File: src/rtl/fifo_stream_reader.sv
// Read-side controller for the linear synchronous FIFO: pops words and re-presents them as a
// valid/ready stream via a 3-entry holding buffer. Optional macro FIFO_READER_COUNT_EN adds rd_count.
module fifo_stream_reader #(
  parameter int DATA_WIDTH = 4
) (
  input  logic                  clk,
  input  logic                  reset,
  input  logic                  enable,
  input  logic                  flush,
  input  logic                  fifo_empty,
  input  logic [DATA_WIDTH-1:0] fifo_data_out,
  output logic                  fifo_rd_en,
  output logic                  m_valid,
  output logic [DATA_WIDTH-1:0] m_data,
  input  logic                  m_ready,
  output logic                  flush_done
`ifdef FIFO_READER_COUNT_EN
  ,
  output logic [15:0]           rd_count
`endif
);

  localparam logic [1:0] ST_IDLE   = 2'd0;
  localparam logic [1:0] ST_STREAM = 2'd1;
  localparam logic [1:0] ST_FLUSH  = 2'd2;

  logic [1:0]            state, state_nxt;
  logic                  inflight;
  logic [1:0]            occ, head, tail;
  logic [DATA_WIDTH-1:0] hold_mem [0:2];
  logic [2:0]            pending;
  logic                  pop, capture, flush_entry, flush_exit;

  function automatic logic [1:0] ptr_inc(input logic [1:0] p);
    return (p == 2'd2) ? 2'd0 : p + 2'd1;
  endfunction

  // NOTE: every signal driven here gets a default first, so no path leaves it unassigned and no latch is inferred.
  always_comb begin
    pending     = {1'b0, occ} + {2'b0, inflight};
    flush_entry = flush && (state != ST_FLUSH);
    flush_exit  = (state == ST_FLUSH) && fifo_empty && !inflight;
    m_valid     = (occ != 2'd0) && (state != ST_FLUSH);
    m_data      = hold_mem[head];
    pop         = m_valid && m_ready;
    // A word arriving while flushing, or on the flush edge itself, is dropped.
    capture     = inflight && (state != ST_FLUSH) && !flush_entry;

    // Issue depends only on registered terms, so m_ready never reaches fifo_rd_en.
    fifo_rd_en = 1'b0;
    case (state)
      ST_STREAM: fifo_rd_en = !fifo_empty && (pending < 3'd3);
      ST_FLUSH:  fifo_rd_en = !fifo_empty;
      default:   fifo_rd_en = 1'b0;
    endcase

    state_nxt = state;
    if (flush_entry) begin
      state_nxt = ST_FLUSH;
    end else begin
      case (state)
        ST_IDLE:   if (enable) state_nxt = ST_STREAM;
        ST_STREAM: if (!enable) state_nxt = ST_IDLE;
        ST_FLUSH:  if (flush_exit) state_nxt = enable ? ST_STREAM : ST_IDLE;
        default:   state_nxt = ST_IDLE;
      endcase
    end
  end

  // NOTE: state registers use non-blocking assignments so every flop samples pre-edge values.
  always_ff @(posedge clk or negedge reset) begin
    if (!reset) begin
      state      <= ST_IDLE;
      inflight   <= 1'b0;
      flush_done <= 1'b0;
    end else begin
      state      <= state_nxt;
      inflight   <= fifo_rd_en;
      flush_done <= flush_exit;
    end
  end

  // NOTE: the holding buffer is only three words, so it is reset to give a defined m_data of 0.
  always_ff @(posedge clk or negedge reset) begin
    if (!reset) begin
      occ  <= 2'd0;
      head <= 2'd0;
      tail <= 2'd0;
      for (int i = 0; i < 3; i++) hold_mem[i] <= '0;
    end else if (flush_entry) begin
      occ  <= 2'd0;
      head <= 2'd0;
      tail <= 2'd0;
    end else begin
      if (capture) begin
        hold_mem[tail] <= fifo_data_out;
        tail           <= ptr_inc(tail);
      end
      if (pop) head <= ptr_inc(head);
      case ({capture, pop})
        2'b10:   occ <= occ + 2'd1;
        2'b01:   occ <= occ - 2'd1;
        default: occ <= occ;
      endcase
    end
  end

`ifdef FIFO_READER_COUNT_EN
  always_ff @(posedge clk or negedge reset) begin
    if (!reset) begin
      rd_count <= 16'd0;
    end else if (flush_entry) begin
      rd_count <= 16'd0;
    end else if (pop && (rd_count != 16'hFFFF)) begin
      rd_count <= rd_count + 16'd1;
    end
  end
`endif

endmodule
File: config.mk
export PLATFORM = sky130hd
export DESIGN_NAME = fifo_stream_reader
export DESIGN_NICKNAME = d
export VERILOG_FILES = /design/src/rtl/fifo_stream_reader.sv
export SDC_FILE = /design/constraint.sdc
export NUM_CORES = 1
export LEC_CHECK = 0
export CAP_MARGIN = 10
export CELL_PAD_IN_SITES_DETAIL_PLACEMENT = 0
export CELL_PAD_IN_SITES_GLOBAL_PLACEMENT = 1
export CORE_ASPECT_RATIO = 1.75
export CORE_MARGIN = 2
export CORE_UTILIZATION = 42
export DETAILED_ROUTE_END_ITERATION = 7
export GPL_ROUTABILITY_DRIVEN = 1
export PLACE_DENSITY = 0.79
export SYNTH_ARGS = -nofsm -noshare
export SYNTH_HDL_FRONTEND = slang
export SYNTH_SLANG_ARGS = --single-unit
File: constraint.sdc
create_clock -name clk -period 1.75 [get_ports clk]
set_clock_uncertainty 0.05 [all_clocks]
set_input_delay 0.35 -clock clk [delete_from_list [all_inputs] [get_ports clk]]
set_output_delay 0.35 -clock clk [all_outputs]
set_load 0.005 [all_outputs]
* After elaboration in Yosys (flattened, before gate mapping) *
Index checks and enable logic that the tools add are counted.

operators by class
  $add $sub $neg = 5
  multipliers = 0
  div/mod/pow operators = 0
  magnitude comparators = 4
  equality and inequality tests = 10
  shifts and indexed selects = 0
  multiplexer cells = 21
  bitwise gates (word level) = 3
  reduce and logical (&&, ||, !) cells = 19

operator list
  operator                                                              number
  2-bit 2-to-1 mux                                                      11
  12-bit bitwise mux                                                    1
  4-bit 2-to-1 mux                                                      3
  1-bit logical AND                                                     9
  3-bit inequality test, second input constant                          3
  4-bit binary-select mux with 2-bit select                             1
  4-bit demux with 2-bit select                                         1
  2-bit == test, second input constant                                  4
  2-bit by 1-bit adder with 2-bit output, second input constant         3
  3-bit greater-or-equal comparator, second input constant              2
  2-bit inverter with 3-bit output                                      2
  2-bit one-hot mux with 3 select lines                                 1
  2-bit nonzero test                                                    3
  2-bit by 1-bit == test with 1-bit output, second input constant       2
  2-bit one-hot mux with 2 select lines                                 1
  2-bit by 1-bit adder with 3-bit output                                1
  1-bit zero test                                                       3
  3-bit by 1-bit < comparator with 1-bit output, second input constant  1
  3-bit by 2-bit < comparator with 1-bit output, second input constant  1
  3-bit AND reduction                                                   1
  3-bit nonzero test                                                    1
  2-bit zero test                                                       1
  2-bit inequality test, second input constant                          1
  1-bit one-hot mux with 2 select lines                                 1
  other kinds (4)                                                       4

storage, ports and cells
  register bits after elaboration = 22
  bits in latches = 0
  RAM bits = 0
  bits in read-only memories = 0
  input bits = 10
  output and inout bits = 7
  logic and storage cells = 71
  memories kept = 0

* Longest topological paths before layout *
  depth in word-level cells = 7
  depth in mapped cells = 5
  mapped depth without buffers = 5

* Least setup slack after synthesis *
Ideal clock, no wire load.

  kind = flip-flop to output port
  start = register inflight
  end = output port fifo_rd_en
  data arrival time = 1301 ps
  required time = 1350 ps
  setup slack = 49 ps
  cell stages (with the launch flop) = 6
  buffers on the path = 0
  cells stage by stage = dfrtp_1 > ha_1 > ha_1 > nand2_1 > a31oi_1 > nor3b_1

on the way
  cells in the longest elaborated chain, start to end = 4

ends and longest elaborated chain
  element                                        line  text
  from (decl)                                    28    logic inflight;
  from (signal assigned)                         78    inflight <= fifo_rd_en;
  2-bit by 1-bit adder with 3-bit output         40    pending = {1'b0, occ} + {2'b0, inflight};
  3-bit by 2-bit < comparator with 1-bit output  52    ST_STREAM: fifo_rd_en = !fifo_empty && (pending < 3'd3);
  1-bit logical AND                              52
  1-bit one-hot mux with 2 select lines          51    case (state)
  to (decl)                                      12    output logic fifo_rd_en,

Every way passes these cells.

* Final worst setup path *
  start = register occ[0]
  end = output port fifo_rd_en

on the way
  cells in the longest elaborated chain, start to end = 4

ends and longest elaborated chain
  element                                        line  text
  from (decl)                                    29    logic [1:0] occ, head, tail;
  from (signal assigned)                         101   2'b10: occ <= occ + 2'd1;
  from (signal assigned)                         102   2'b01: occ <= occ - 2'd1;
  2-bit by 1-bit adder with 3-bit output         40
  3-bit by 2-bit < comparator with 1-bit output  52
  1-bit logical AND                              52
  1-bit one-hot mux with 2 select lines          51

Every way passes these cells.

==> flow_metrics.py <==
metrics = {
    "clocking": {
        "tritoncts": "yes",
        "cts_root_buffer": "sky130_fd_sc_hd__clkbuf_8",
        "htree_num_levels": 1,
        "cts_num_sinks": 22,
        "hold_buffers": 0,
        "clkSlewWorstSetupHoldPaths_ns": 0.08,
        "cts-root-to-sink-buffers": 2,
        "cts_buffers": 3,
        "clkLatencyLatePin_ns": 0.26,
    },
    "yosys": {
        "synth_seq_cells": 22,
        "mappedNetlistNets": 116,
        "post_synth_inst_count": 100,
        "netlist-cell-type-count": 31,
        "synth_sequential_area_ratio": 0.465,
        "yosys_warnings": 0,
        "yosys.area.top_type": "sky130_fd_sc_hd__dfrtp_1",
        "syn-cell-area_um2": 1180,
        "netlist_top_cells_area": "sky130_fd_sc_hd__dfrtp_1, sky130_fd_sc_hd__mux2_2, sky130_fd_sc_hd__ha_1",
        "synth_largest_type_area_fraction": 0.465,
        "synthesis.area_per_instance_um2": 11.8,
    },
    "routing": {
        "totalWireLength_um": 2770,
        "wl_per_cell_um": 15.9,
        "total_drc_errors_in_the_routed_layout": 0,
        "router_iterations_before_antenna_repair": 4,
        "detail_route.iter0.violations": 13,
        "residual_antenna_violating_net_count_after_detailed_routing": 0,
        "vias": 951,
        "vias_per_cell": 5.47,
    },
    "power": {
        "fraction_of_power_consumed_by_combinational_cells": 0.533,
        "switching_share": 0.326,
        "p_int_uw": 1580,
        "power.clock.fraction": 0.153,
        "power_frac_seq": 0.314,
        "p_per_area_nw_per_um2": 1330,
        "leakage_uw": 0.000851,
        "switchingPower_uw": 761,
        "max-vdd-ir-drop_mv": 0.674,
    },
    "setup_path": {
        "critPathKind": "reg -> out",
        "critical_path.startpoint": "occ[0]$_DFFE_PN0P_",
        "cp_data_required_time_ns": 1.35,
        "rr_startpoint": "state[1]$_DFFE_PN0P_",
        "worstPathCellList": "ha_2 -> ha_4 -> nand2_2 -> a31oi_2 -> nor3b_2 -> buf_2",
        "worstSetupEndpointType": "output pin",
        "start_kind": "flip-flop",
        "critical_path.max_stage_delay_ns": 0.41,
        "cp.buffers_inverters": 1,
        "worstPathMaxFanout": 2,
        "cpMaxStageDelayCell": "sky130_fd_sc_hd__dfrtp_1",
        "critical-path-top-delay-family": "adder cells",
        "worst_ep_arrival_time_ns": 1.58,
    },
    "finish": {
        "syn_to_final_growth_pct": 48.6,
        "finalNonFillerCells": 174,
        "multi_input_combinational_cell_area_um2": 738,
        "final.fill_count": 218,
        "seqCellArea_um2": 552,
        "fraction_of_layout_cells_with_a_size_suffix_above_1": 0.490,
        "finalNetCount": 164,
        "utilization": 0.654,
        "num_antenna_cells": 0,
    },
    "placement": {
        "post-dp-hpwl_um": 1880,
        "io_buffers": 16,
        "place.detailed.instances": 160,
        "gp_congestion": 0.741,
    },
    "grt": {
        "grt_antenna_before_repair": 0,
        "grt_first_pass_wirelength_um": 4140,
        "grt_overflow": 0,
        "grt_start_max_net_pins": 23,
        "first_global_vias": 940,
        "track_usage": 0.176,
    },
    "worst_hold_path": {
        "min_path_type": "in -> async",
    },
    "timing": {
        "timing.final.max_slew_violations": 0,
        "max_freq_ghz": 0.506,
        "slew_headroom": 0.814,
        "timing.final.hold_violations": 0,
        "grt_setup_unrepaired": "true",
        "setup_viol": 1,
        "timing.final.ws_setup_ns": -0.227,
        "finalCritPeriodShare": 1.13,
        "worst_pin_slew_ns": 0.280,
        "period_needed_ns": 1.98,
        "setup-tns-final_ns": -0.227,
    },
    "floorplan": {
        "ios": 17,
        "full_die_area_um2": 3280,
        "fp-row-count": 25,
        "die_height_um": 74.3,
        "die_x_um": 44.2,
        "core_region_area_um2": 2690,
        "initial_utilization": 0.440,
    },
    "run": {
        "maxCapViolations": 0,
    },
    "status": {
        "outcome": "finished, violations left",
        "violated_checks": "setup timing",
    },
}
[sequential cells by signal, summed over array words and instances, names as in the netlist]
signal	flops
flush_done	1
head	2
hold_mem	12
inflight	1
occ	2
state	2
tail	2
[layout by cell type, fill, tap and decap left out, types with 2 or more instances in the layout]
cell type,count
sky130_fd_sc_hd__clkdlybuf4s50_1,10
sky130_fd_sc_hd__ha_1,2
sky130_fd_sc_hd__clkbuf_2,2
sky130_fd_sc_hd__o21bai_1,2
sky130_fd_sc_hd__nand2b_4,2
sky130_fd_sc_hd__a21oi_2,2
sky130_fd_sc_hd__nor2_1,4
sky130_fd_sc_hd__o21ai_0,3
sky130_fd_sc_hd__and2_1,2
sky130_fd_sc_hd__inv_1,4
sky130_fd_sc_hd__o21ai_1,3
sky130_fd_sc_hd__ha_4,3
sky130_fd_sc_hd__clkbuf_8,4
sky130_fd_sc_hd__mux2_2,3
sky130_fd_sc_hd__buf_6,6
sky130_fd_sc_hd__buf_4,22
sky130_fd_sc_hd__buf_2,3
sky130_fd_sc_hd__a21oi_1,2
sky130_fd_sc_hd__dfrtp_1,21
sky130_fd_sc_hd__nor2_4,2
sky130_fd_sc_hd__mux2i_1,4
sky130_fd_sc_hd__nor2b_1,3
sky130_fd_sc_hd__nand2_1,7
sky130_fd_sc_hd__mux2_4,10
[what timing repair did]
| action | 4_1_cts | 5_1_grt |
|---|---|---|
| pin swaps | 7 | 10 |
| resized for setup | 35 | 20 |
| setup endpoints to repair | 14 | 15 |
| setup buffers | 9 | 2 |
[metrics by stage]
step                      setup slack (ns)  total power, µW  hold WS, ns  instance area, µm²
after floorplan                     0.0487             1220      0.00441                1180
after global placement              -0.364             1730        0.437                1510
after detailed placement            -0.451             1760        0.445                1510
after CTS                           -0.237             2260        0.396                1690
after global routing                -0.304             2480        0.422                1760
final                               -0.227             2340        0.385                1760
[layer usage]
metal / GRT usage / vias up / part of all wire
met5: 0 / - / 0
met4: 0.0808 / 0 / 0.021
met3: 0.0146 / 6 / 0.026
met2: 0.333 / 18 / 0.58
met1: 0.190 / 471 / 0.37
li1: - / 456 / -
[worst reg2reg max path, stage by stage, from the launching register on]
cell	delay, ns
sky130_fd_sc_hd__dfrtp_1	0.39
sky130_fd_sc_hd__buf_6	0.13
sky130_fd_sc_hd__buf_6	0.11
sky130_fd_sc_hd__ha_4	0.16
sky130_fd_sc_hd__nor2_4	0.11
sky130_fd_sc_hd__and4b_2	0.35
sky130_fd_sc_hd__mux2_4	0.32
[kinds of logic (layout without fill, tap and decap cells)]
logic type / count (synthesis) / in the layout / synth area share
simple gates: 32 / 32 / 0.192
flops: 22 / 22 / 0.465
mux: 18 / 18 / 0.167
compound gates: 17 / 17 / 0.0940
fa+ha+maj: 6 / 6 / 0.0634
buf+inv: 5 / 52 / 0.0190
[layout make-up]
type / instances / share of cell area
Tap cell: 27 / 0.0192
Inverter: 4 / 0.00853
Sequential cell: 22 / 0.313
Multi-Input combinational cell: 73 / 0.419
Timing Repair Buffer: 44 / 0.208
Clock buffer: 4 / 0.0313
[synthesized netlist by cell type]
cell type                  number
sky130_fd_sc_hd__o22ai_1        1
sky130_fd_sc_hd__o21bai_1       2
sky130_fd_sc_hd__nand2_1        8
sky130_fd_sc_hd__a221oi_2       1
sky130_fd_sc_hd__a21o_1         1
sky130_fd_sc_hd__nor2b_1        3
sky130_fd_sc_hd__and2_1         2
sky130_fd_sc_hd__nor2_1         4
sky130_fd_sc_hd__or3b_1         1
sky130_fd_sc_hd__and4bb_4       1
sky130_fd_sc_hd__o21ai_0        6
sky130_fd_sc_hd__dfrtp_1       22
sky130_fd_sc_hd__nor2_2         2
sky130_fd_sc_hd__ha_1           6
sky130_fd_sc_hd__a31oi_1        1
sky130_fd_sc_hd__nand4_1        1
sky130_fd_sc_hd__mux2_1         1
sky130_fd_sc_hd__nor2b_4        1
sky130_fd_sc_hd__mux2_2        13
sky130_fd_sc_hd__inv_1          4
sky130_fd_sc_hd__and4b_2        1
sky130_fd_sc_hd__nand4b_2       1
sky130_fd_sc_hd__nand3_1        1
sky130_fd_sc_hd__buf_4          1
sky130_fd_sc_hd__or4_1          1
sky130_fd_sc_hd__a21oi_1        4
sky130_fd_sc_hd__and4bb_2       1
sky130_fd_sc_hd__nor3b_1        2
sky130_fd_sc_hd__a2111o_1       1
sky130_fd_sc_hd__nand2b_4       2
sky130_fd_sc_hd__mux2i_1        4
[path summary, 6_finish.rpt]
path / slack, ns / cells after the start / endpoint
worst max-delay path: -0.23 / 6 / fifo_rd_en
worst min-delay path: 0.39 / 2 / state[0]$_DFFE_PN0P_
worst max register to register: 0.03 / 6 / hold_mem[2]$_DFFE_PN0P_
worst min register to register: 0.47 / 1 / hold_mem[5]$_DFFE_PN0P_
max in group asynchronous: 1.03 / 2 / head[1]$_DFFE_PN0P_
min in group clk: 0.47 / 1 / hold_mem[5]$_DFFE_PN0P_
[power groups by stage]
stage          Sequential, µW  Clock, µW  Combinational (µW)
3_5_place_dp              732          0                1030
2_1_floorplan             741          0                 482
6_report                  734        358                1250
5_1_grt                   746        386                1350
4_1_cts                   727        363                1170
3_3_place_gp              722          0                1010
No activity file was read; power rests on OpenSTA's default activity.
